===== src/rtl/abro_stim_driver.sv =====
// Stimulus driver for an ABRO state machine: raises A and B after programmable delays, then checks when O responds.
// Optional err_count output is enabled by defining ABRO_DRV_ERRCNT_EN.
module abro_stim_driver #(
    parameter int unsigned CNT_W   = 8,
    parameter int unsigned TIMEOUT = 16
) (
    input  logic             clk,
    input  logic             reset,
    input  logic             start,
    input  logic [CNT_W-1:0] delay_a,
    input  logic [CNT_W-1:0] delay_b,
    input  logic             O,
    output logic             A,
    output logic             B,
    output logic             R,
    output logic             busy,
    output logic             done,
    output logic             pass,
    output logic             fail,
    output logic [2:0]       State
`ifdef ABRO_DRV_ERRCNT_EN
    ,
    output logic [7:0]       err_count
`endif
);

    localparam int unsigned WAIT_W = 8;
    localparam logic [WAIT_W-1:0] WAIT_LAST = WAIT_W'(TIMEOUT - 1);
    localparam logic [CNT_W-1:0]  CNT_MAX   = {CNT_W{1'b1}};

    localparam logic [2:0] S_IDLE    = 3'd0;
    localparam logic [2:0] S_RUN     = 3'd1;
    localparam logic [2:0] S_WAIT    = 3'd2;
    localparam logic [2:0] S_RESTART = 3'd3;
    localparam logic [2:0] S_DONE    = 3'd4;

    logic [2:0]        state, state_nxt;
    logic [CNT_W-1:0]  run_cnt, run_cnt_nxt;
    logic [WAIT_W-1:0] wait_cnt, wait_cnt_nxt;
    logic [CNT_W-1:0]  dly_a, dly_a_nxt;
    logic [CNT_W-1:0]  dly_b, dly_b_nxt;
    logic              pass_nxt, fail_nxt;
    logic              fail_set;
    logic              a_hit, b_hit;

    assign a_hit = (run_cnt >= dly_a);
    assign b_hit = (run_cnt >= dly_b);

    // State and datapath registers
    always_ff @(posedge clk) begin
        if (reset) begin
            state    <= S_IDLE;
            run_cnt  <= '0;
            wait_cnt <= '0;
            dly_a    <= '0;
            dly_b    <= '0;
            pass     <= 1'b0;
            fail     <= 1'b0;
        end else begin
            state    <= state_nxt;
            run_cnt  <= run_cnt_nxt;
            wait_cnt <= wait_cnt_nxt;
            dly_a    <= dly_a_nxt;
            dly_b    <= dly_b_nxt;
            pass     <= pass_nxt;
            fail     <= fail_nxt;
        end
    end

    // Next-state and datapath update
    always_comb begin
        state_nxt    = state;
        run_cnt_nxt  = run_cnt;
        wait_cnt_nxt = wait_cnt;
        dly_a_nxt    = dly_a;
        dly_b_nxt    = dly_b;
        pass_nxt     = pass;
        fail_nxt     = fail;
        fail_set     = 1'b0;
        case (state)
            S_IDLE: begin
                if (start) begin
                    dly_a_nxt    = delay_a;
                    dly_b_nxt    = delay_b;
                    pass_nxt     = 1'b0;
                    fail_nxt     = 1'b0;
                    run_cnt_nxt  = '0;
                    wait_cnt_nxt = '0;
                    state_nxt    = S_RUN;
                end
            end
            S_RUN: begin
                if (run_cnt != CNT_MAX) begin
                    run_cnt_nxt = run_cnt + CNT_W'(1);
                end
                // An early O is a failure even if A and B both rose this cycle
                if (O) begin
                    fail_nxt  = 1'b1;
                    fail_set  = 1'b1;
                    state_nxt = S_RESTART;
                end else if (a_hit && b_hit) begin
                    wait_cnt_nxt = '0;
                    state_nxt    = S_WAIT;
                end
            end
            S_WAIT: begin
                if (O) begin
                    pass_nxt  = 1'b1;
                    state_nxt = S_RESTART;
                end else if (wait_cnt == WAIT_LAST) begin
                    fail_nxt  = 1'b1;
                    fail_set  = 1'b1;
                    state_nxt = S_RESTART;
                end else begin
                    wait_cnt_nxt = wait_cnt + WAIT_W'(1);
                end
            end
            S_RESTART: state_nxt = S_DONE;
            S_DONE:    state_nxt = S_IDLE;
            default:   state_nxt = S_IDLE;
        endcase
    end

    // Outputs decoded from registered state only
    assign A     = ((state == S_RUN) && a_hit) || (state == S_WAIT);
    assign B     = ((state == S_RUN) && b_hit) || (state == S_WAIT);
    assign R     = (state == S_RESTART);
    assign done  = (state == S_DONE);
    assign busy  = (state == S_RUN) || (state == S_WAIT) ||
                   (state == S_RESTART) || (state == S_DONE);
    assign State = state;

`ifdef ABRO_DRV_ERRCNT_EN
    // Saturating count of failed runs; survives start, cleared by reset
    always_ff @(posedge clk) begin
        if (reset) begin
            err_count <= '0;
        end else if (fail_set && (err_count != 8'hFF)) begin
            err_count <= err_count + 8'd1;
        end
    end
`endif

endmodule

===== config.mk =====
export PLATFORM = sky130hd
export DESIGN_NAME = abro_stim_driver
export DESIGN_NICKNAME = d
export VERILOG_FILES = /design/src/rtl/abro_stim_driver.sv
export SDC_FILE = /design/constraint.sdc
export NUM_CORES = 1
export LEC_CHECK = 0
export BUFFER_PORTS_ARGS = -buffer_cell sky130_fd_sc_hd__buf_2
export CORE_MARGIN = 2
export CORE_UTILIZATION = 61
export DETAILED_ROUTE_END_ITERATION = 7
export PLACE_DENSITY = 0.84
export REMOVE_ABC_BUFFERS = 1
export SYNTH_ARGS = -nofsm -noshare
export SYNTH_HDL_FRONTEND = slang
export SYNTH_SLANG_ARGS = --single-unit
export TNS_END_PERCENT = 20

===== constraint.sdc =====
create_clock -name clk -period 5.6 [get_ports clk]
set_input_delay 0.84 -clock clk [delete_from_list [all_inputs] [get_ports clk]]
set_output_delay 0.84 -clock clk [all_outputs]
set_load 0.02 [all_outputs]

==> results of run 1 <==
==> path summary, 6_finish.rpt <==
path	from	end	slack, ns	depth (start not counted)
min	dly_b[5]	dly_b[5]	0.46	2
max	run_cnt[0]	A	2.20	9
min reg2reg	dly_b[5]	dly_b[5]	0.46	2
max reg2reg	run_cnt[0]	wait_cnt[5]	3.15	8
==> logic make-up (layout without fill, tap and decap cells) <==
logic type | Yosys count | in the layout | synth area share, %
DFF | 37 | 37 | 35.5
AOI/OAI and AO/OA | 59 | 59 | 18.7
and+or+nand+nor | 112 | 112 | 26.7
adders and majority gates | 18 | 18 | 10.8
buffers and inverters | 29 | 56 | 5.45
xor gates and xnor gates | 7 | 7 | 2.94
==> worst reg2reg max path: cells and delay by family (launching register included) <==
| family | cells | cell delay, ns |
|---|---|---|
| flops | 1 | 0.44 |
| simple gates | 2 | 0.27 |
| fa+ha+maj | 1 | 0.30 |
| buf+inv | 1 | 0.11 |
| compound gates | 4 | 1.24 |
==> synth_stat cells (5+ instances only) <==
cell type / count
nand2_1: 44
dfxtp_1: 37
a21oi_1: 30
nor2_1: 24
inv_1: 20
ha_1: 18
nand2b_1: 8
clkbuf_1: 7
o21ai_0: 7
nand3_1: 6
nand4_1: 6
xor2_1: 6
a311oi_1: 5
==> per-layer routing <==
| metal | up-vias | part of all wire (%) | global-route usage (%) |
|---|---|---|---|
| met3 | 11 | 5.2 | 5.05 |
| met4 | 0 | 2.1 | 10.3 |
| met2 | 40 | 47 | 40.5 |
| li1 | 952 | - | - |
| met5 | - | 0 | 0 |
| met1 | 833 | 46 | 30.6 |
==> through the flow <==
stage	setup WS (ns)	cell area, um^2	util [%]	power [mW]	instances
floorplan	3.02	2050	-	0.529	253
global placement	2.80	2260	68.3	0.602	329
detailed placement	2.72	2260	68.3	0.611	329
CTS	2.23	2300	69.5	0.736	335
global route	2.07	2300	69.5	0.786	335
finish	2.20	2300	69.5	0.733	335
==> sequential cells by signal, indices dropped and copies added, names as in the netlist <==
name,flops
run_cnt,8
State,3
dly_a,8
fail,1
wait_cnt,8
dly_b,8
pass,1
==> area by class of cell <==
cell class / instances / area, um^2
clock buffer: 5 / 37.5
tap: 46 / 57.6
fill: 310 / 1010
multi-input combinational: 196 / 1230
clock inverter: 1 / 5.00
sequential: 37 / 741
timing repair buffer: 30 / 153
inverter: 20 / 75.1
==> power breakdown <==
part           total, mW  switching [mW]  internal [mW]
Sequential         0.321          0.0303          0.291
Combinational      0.287           0.178          0.109
Clock              0.125          0.0811         0.0435
==> results.tsv, run 1 <==
metric	value	unit
fmax	294	MHz
htree_levels	2	
ant_nets	0	
ys.flop_type	dfxtp_1	
maxSlewViolCount	0	
area.growth.synth_to_final	10.2	%
mostFrequentLayoutCell	nand2_1	
drc_errors	0	
rows	21	
async_flop_share	0	%
cts_setup_buffers	0	
min_period_over_period	60.7	%
routed_via_density	5.48	
ir_drop	0.000225	V
end_kind	primary output	
cts_resized	0	
grt_max_degree	31	
wl_per_cell	12.9	um
synth.top_cell.area_share	35.5	%
grt-ovfl-total	0	
crit_chain	inv_1 -> ha_1 -> nand2b_1 -> a2111oi_0 -> or3_1 -> nand3_1 -> nand2_1 -> a21oi_1 -> buf_2	
final_cell_mix	nand2_1, dfxtp_1, a21oi_1	
grt_pass1_wl	7.58	mm
gp_congestion	0.873	
critPathRequiredTime	4.76	ns
dieArea	3910	um^2
crit_family	compound AO/OA/AOI/OAI gates	
cts_root_buf	clkbuf_4	
drt_iter0_drc	164	
start_kind	flop	
nets	328	
dp_hpwl	3.14	mm
hold_violations	0	
ys_seq_elements	37	
core-area	3310	um^2
routed_wl	4.33	mm
vias	1836	
total_leakage_power	0.921	nW
grt_pass1_vias	1731	
fin_setup_tns	0	ns
rsz0062_at_grt	false	
setup_viol	0	
crit_slowest_cell	a2111oi_0	
cellPowerDensity	318	nW/um^2
clock_path_buffers	2	
insertion_delay	0.34	ns
antenna_found_initial	0	
synth_seq_area_share	35.5	%
num_antenna_cells	0	
period_minus_slack	3.40	ns
path_class	flop to primary output	
initial_core_util	63.1	%
synth_cell_types	43	
max_cap_violations	0	
firstDrtPassIters	4	
cts_inserted_buffers	5	
die_height	62.5	um
drive_above_1_share	16.6	%
port_buffers	29	
cp_max_fo	6	
worst_slew_pin_slew	0.650	ns
clkSinkCount	37	
synth_area_leaders	dfxtp_1, ha_1, nand2_1	
synth_top_area_cell	dfxtp_1	
syn_inst	262	
worst_ep_arrival_time	2.56	ns
critical-path-max-stage-delay	0.63	ns
path_buf_inv	2	
syn-cell-area	2090	um^2
fin_worst_skew	0.00721	ns
cts_hold_buf	0	
die_w	62.5	um
avgSynthCellArea	7.97	um^2
hp-class	flop to flop	
path_clk_slew	0.10	ns
cts_tree	built	
holdWs	0.460	ns
max_slew_margin	55.6	%
synth_enable_flop_cells	0	
status	completed	
track_usage	24.3	%
ioPinCount	30	
yosys_warnings	0	
Note: power is estimated with default switching activity, not from simulation.
==> run 2: changes to the inputs <==
CORE_UTILIZATION = 57   (was 61)
PLACE_DENSITY = 0.79   (was 0.84)
clock period = 3.2 ns   (was 5.6 ns; I/O delays follow)
==> run 2 against run 1 <==
  * Worst setup slack got worse by 1.9 ns
  * Highest routed layer unchanged
  * Largest power group unchanged
  * Clock power up 120%
  * Largest cell class unchanged
  * Hold slack got worse by 0.10 ns
  * Count of clock-buffer cells in the layout increased by 2
  * Combinational power is 72% higher
  * Die area rose by 6.6%
  * Non-clock buffer count unchanged
  * Cell area is 1.2% higher
  * Power increased by 83%
  * Critical path type unchanged
  * Register-to-register slack got worse by 2.3 ns
  * First-iteration DRC count up 13%
==> results.tsv, run 2 (same netlist as run 1, synthesis figures left out) <==
metric	value	unit	change
status	completed		
drt_iter0_drc	186		+13%
max_slew_margin	57.6	%	+2.1 points
min_period_over_period	91.3	%	
grt_pass1_wl	7.41	mm	-2.3%
internal-power	0.828	mW	+86%
path_class	flop to primary output		
cts_resized	0		unchanged
hold_violations	0		unchanged
maxSlewViolCount	0		unchanged
gp_congestion	0.842		-3.6%
setup_viol	0		unchanged
start_kind	flop		
clkPwrFrac	21.0	%	+4.0 points
htree_levels	2		unchanged
initial_core_util	61.1	%	-1.9 points
ioPinCount	30		unchanged
critPathRequiredTime	2.72	ns	-2.04 ns
end_kind	primary output		
die_w	64.5	um	+3.2%
final_cell_mix	nand2_1, dfxtp_1, a21oi_1		
path_clk_slew	0.12	ns	+0.02 ns
insertion_delay	0.35	ns	about the same
grt_max_degree	31		unchanged
mostFrequentLayoutCell	nand2_1		
clock_path_buffers	2		unchanged
p_sw_share	38.1	%	-1.3 points
drive_above_1_share	17.2	%	+0.57 points
clkSinkCount	37		unchanged
worst_ep_arrival_time	2.44	ns	-0.12 ns
firstDrtPassIters	4		unchanged
routed_wl	4.13	mm	-4.5%
fillers	304		-1.9%
area.growth.synth_to_final	11.6	%	
period_minus_slack	2.92	ns	
drc_errors	0		unchanged
port_buffers	29		unchanged
core-area	3420	um^2	+3.2%
fin_worst_skew	0.0133	ns	+0.00605 ns
max_cap_violations	0		unchanged
ir_drop	0.000335	V	+49%
placed_cell_area	2260	um^2	unchanged
num_antenna_cells	0		unchanged
p_seq_share	42.0	%	-1.8 points
ant_nets	0		unchanged
cts_setup_buffers	0		unchanged
cts_tree	built		
total_leakage_power	0.935	nW	+1.6%
worst_slew_pin_slew	0.634	ns	-0.0163 ns
dp_hpwl	3.01	mm	-4.2%
vias	1857		+1.1%
pwr-share-comb	37.0	%	-2.2 points
total_power	1.34	mW	+83%
grt-ovfl-total	0		unchanged
wl_per_cell	12.3	um	-5.0%
dieArea	4160	um^2	+6.6%
grt_pass1_vias	1698		-1.9%
fmax	342	MHz	
hp-class	input pin to flop		
fin_area	2330	um^2	+1.2%
cts_hold_buf	0		unchanged
rows	21		unchanged
routed_via_density	5.51		+0.54%
cts_inserted_buffers	5		unchanged
fin_setup_tns	0	ns	unchanged
rsz0062_at_grt	false		
nets	328		unchanged
track_usage	22.5	%	-1.8 points
antenna_found_initial	0		unchanged
cellPowerDensity	574	nW/um^2	+80%
p_sw	0.510	mW	+77%
cp_max_fo	6		unchanged
cts_root_buf	clkbuf_4		
die_height	64.5	um	+3.2%
-- run 2: cell count changes in the layout (fill, tap and decap cells not counted) --
cell	previous run	this run
clkbuf_8	0	2
-- run 2: power groups by stage --
stage	Combinational [mW]	Sequential (mW)	Clock, mW
6_report	0.495	0.562	0.281
3_3_place_gp	0.486	0.570	0
5_1_grt	0.561	0.571	0.313
2_1_floorplan	0.348	0.577	0
4_1_cts	0.495	0.561	0.290
3_5_place_dp	0.492	0.572	0
-- run 2: layout make-up --
type	instances	area (um^2)	share of cell area [%]
clock inverters	1	5.00	0.215
inverters	20	75.1	3.22
multi-input cells	196	1230	53.0
clock buffers	7	65.1	2.79
flip-flops and latches	37	741	31.8
well taps	46	57.6	2.47
repair buffers	30	153	6.55
-- run 2: worst max-delay path, cell delays in order (launching register included) --
cell,delay [ns]
dfxtp_1,0.44
inv_1,0.11
ha_1,0.29
nand2b_1,0.14
a2111oi_0,0.51
or3_1,0.21
nand3_1,0.08
nand2_1,0.06
a21oi_1,0.07
buf_2,0.19
-- run 2: metrics by stage --
| stage | hold WS, ns | utilization, % | worst slack [ns] | cells |
|---|---|---|---|---|
| finish | 0.359 | 68.2 | 0.279 | 337 |
| global route | 0.348 | 68.2 | 0.0662 | 337 |
| CTS | 0.351 | 68.2 | 0.292 | 337 |
| detailed placement | 0.448 | 66.2 | 0.716 | 329 |
| global placement | 0.443 | 66.2 | 0.746 | 329 |
| floorplan | 0.430 | - | 0.978 | 253 |
-- run 2: routing by layer --
layer,routed length (um),vias up,track usage [%]
met1,2030,851,30.5
met4,66,0,9.57
met5,0,-,0
li1,-,953,-
met2,1800,45,34.8
met3,234,8,4.69
-- run 2: path summary, 6_finish.rpt --
kind / start / to / slack (ns) / depth (start not counted)
hold reg to reg: dly_a[6] / dly_a[6] / 0.46 / 2
setup reg to reg: run_cnt[0] / wait_cnt[5] / 0.85 / 8
hold / removal: delay_b[3] / dly_b[3] / 0.36 / 3
setup / recovery: run_cnt[0] / A / 0.28 / 9
==> run 3: changes to the inputs <==
CORE_UTILIZATION = 45   (was 57)
PLACE_DENSITY = 0.65   (was 0.79)
==> run 3 against run 2 <==
  * Core utilization is 15 points lower
  * Cell count is 1.8% higher
  * Cell area is 0.75% higher
  * Clock power is 11% higher
  * Routed wire length is 3.2% higher
  * Non-clock buffer count stayed put
  * Count of clock-buffer cells in the layout is 1 higher
  * First-iteration DRC count is 66% lower
  * Power is 2.0% higher
  * Via count is 1.0% lower
==> results.tsv, run 3 (same netlist as run 1, synthesis figures left out) <==
metric	value	unit	change
status	completed		
cts_resized	0		unchanged
start_kind	flop		
mostFrequentLayoutCell	nand2_1		
critPathRequiredTime	2.72	ns	about the same
dp_hpwl	3.06	mm	+1.6%
initial_core_util	47.3	%	-14 points
wl_per_cell	12.4	um	+1.4%
dieArea	5200	um^2	+25%
drc_errors	0		unchanged
drt_iter0_drc	63		-66%
htree_levels	2		unchanged
port_buffers	29		unchanged
hold_violations	0		unchanged
fin_setup_tns	0	ns	unchanged
maxSlewViolCount	0		unchanged
min_period_over_period	89.1	%	-2.2 points
vias	1838		-1.0%
setup_viol	0		unchanged
routed_via_density	5.36		-2.8%
routed_wl	4.27	mm	+3.2%
cp_max_fo	6		unchanged
fin_worst_skew	0.00611	ns	-0.00715 ns
fmax	351	MHz	+2.4%
worst_slew_pin_slew	0.644	ns	+0.0102 ns
fillers	439		+44%
firstDrtPassIters	4		unchanged
max_slew_margin	57.0	%	-0.68 points
area.growth.synth_to_final	12.4	%	
r2r_slack	0.85	ns	about the same
die_height	72.1	um	+12%
worst_ep_arrival_time	2.37	ns	-0.07 ns
path_class	flop to primary output		
grt_pass1_wl	7.80	mm	+5.2%
ioPinCount	30		unchanged
core-area	4410	um^2	+29%
clkSinkCount	37		unchanged
nets	328		unchanged
final_cell_mix	nand2_1, dfxtp_1, a21oi_1		
track_usage	18.9	%	-3.7 points
grt_max_degree	31		unchanged
clock_path_buffers	2		unchanged
period_minus_slack	2.85	ns	-0.0688 ns
grt-ovfl-total	0		unchanged
final_core_util	53.2	%	-15 points
die_w	72.1	um	+12%
gp_congestion	0.874		+3.8%
insertion_delay	0.29	ns	-0.06 ns
path_clk_slew	0.07	ns	-0.05 ns
cts_hold_buf	0		unchanged
cts_inserted_buffers	5		unchanged
num_antenna_cells	0		unchanged
drive_above_1_share	16.2	%	-1.0 points
rows	24		+14%
max_cap_violations	0		unchanged
hp-class	input pin to flop		
grt_pass1_vias	1759		+3.6%
antenna_found_initial	0		unchanged
total_leakage_power	0.933	nW	-0.19%
ir_drop	0.000247	V	-26%
rsz0062_at_grt	false		
cellPowerDensity	581	nW/um^2	+1.2%
ant_nets	0		unchanged
end_kind	primary output		
cts_setup_buffers	0		unchanged
cts_root_buf	clkbuf_8		
cts_tree	built		
## run 3: metrics by stage
| step | total power, mW | area [um^2] | setup slack [ns] | hold slack [ns] | instances |
|---|---|---|---|---|---|
| 6_report | 1.36 | 2350 | 0.348 | 0.421 | 343 |
| 2_1_floorplan | 0.926 | 2050 | 0.978 | 0.430 | 253 |
| 5_1_grt | 1.48 | 2350 | 0.150 | 0.424 | 343 |
| 4_1_cts | 1.38 | 2350 | 0.351 | 0.415 | 343 |
| 3_5_place_dp | 1.07 | 2270 | 0.687 | 0.448 | 335 |
| 3_3_place_gp | 1.07 | 2270 | 0.706 | 0.444 | 335 |
## run 3: path summary, 6_finish.rpt
path                            startpoint     endpoint  cells past startpoint
worst max register to register  run_cnt[0]  wait_cnt[7]                      8
worst max-delay path            run_cnt[0]            A                      9
worst min-delay path            delay_a[0]     dly_a[0]                      3
worst min register to register    dly_b[4]     dly_b[4]                      2
## run 3: critical path: stages (launching register included)
cell       delay (ns)
dfxtp_1          0.44
inv_1            0.11
ha_1             0.29
nand2b_1         0.13
a2111oi_0        0.52
or3_1            0.20
nand3_1          0.07
nand2_1          0.06
a21oi_1          0.07
buf_2            0.19
## run 3: area by class of cell
cell class / count / area (um^2) / share of cell area, %
inverters: 20 / 75.1 / 3.20
clock buffers: 8 / 80.1 / 3.41
repair buffers: 30 / 153 / 6.50
well taps: 52 / 65.1 / 2.77
flip-flops and latches: 37 / 741 / 31.6
multi-input cells: 196 / 1230 / 52.6
## run 3: power by group
| group | internal (mW) | total [mW] | switching, mW |
|---|---|---|---|
| Sequential | 0.510 | 0.562 | 0.0524 |
| Combinational | 0.191 | 0.492 | 0.301 |
| Clock | 0.155 | 0.311 | 0.156 |
| Total | 0.855 | 1.36 | 0.509 |
## run 3: layer usage
| layer | routed length, um | GRT usage, % | vias up | share of wire, % |
|---|---|---|---|---|
| met5 | 0 | 0 | - | 0 |
| met4 | 79 | 8.60 | 0 | 1.9 |
| met3 | 189 | 4.58 | 8 | 4.4 |
| met2 | 1790 | 29.0 | 35 | 42 |
| met1 | 2200 | 25.0 | 838 | 52 |
| li1 | - | - | 957 | - |
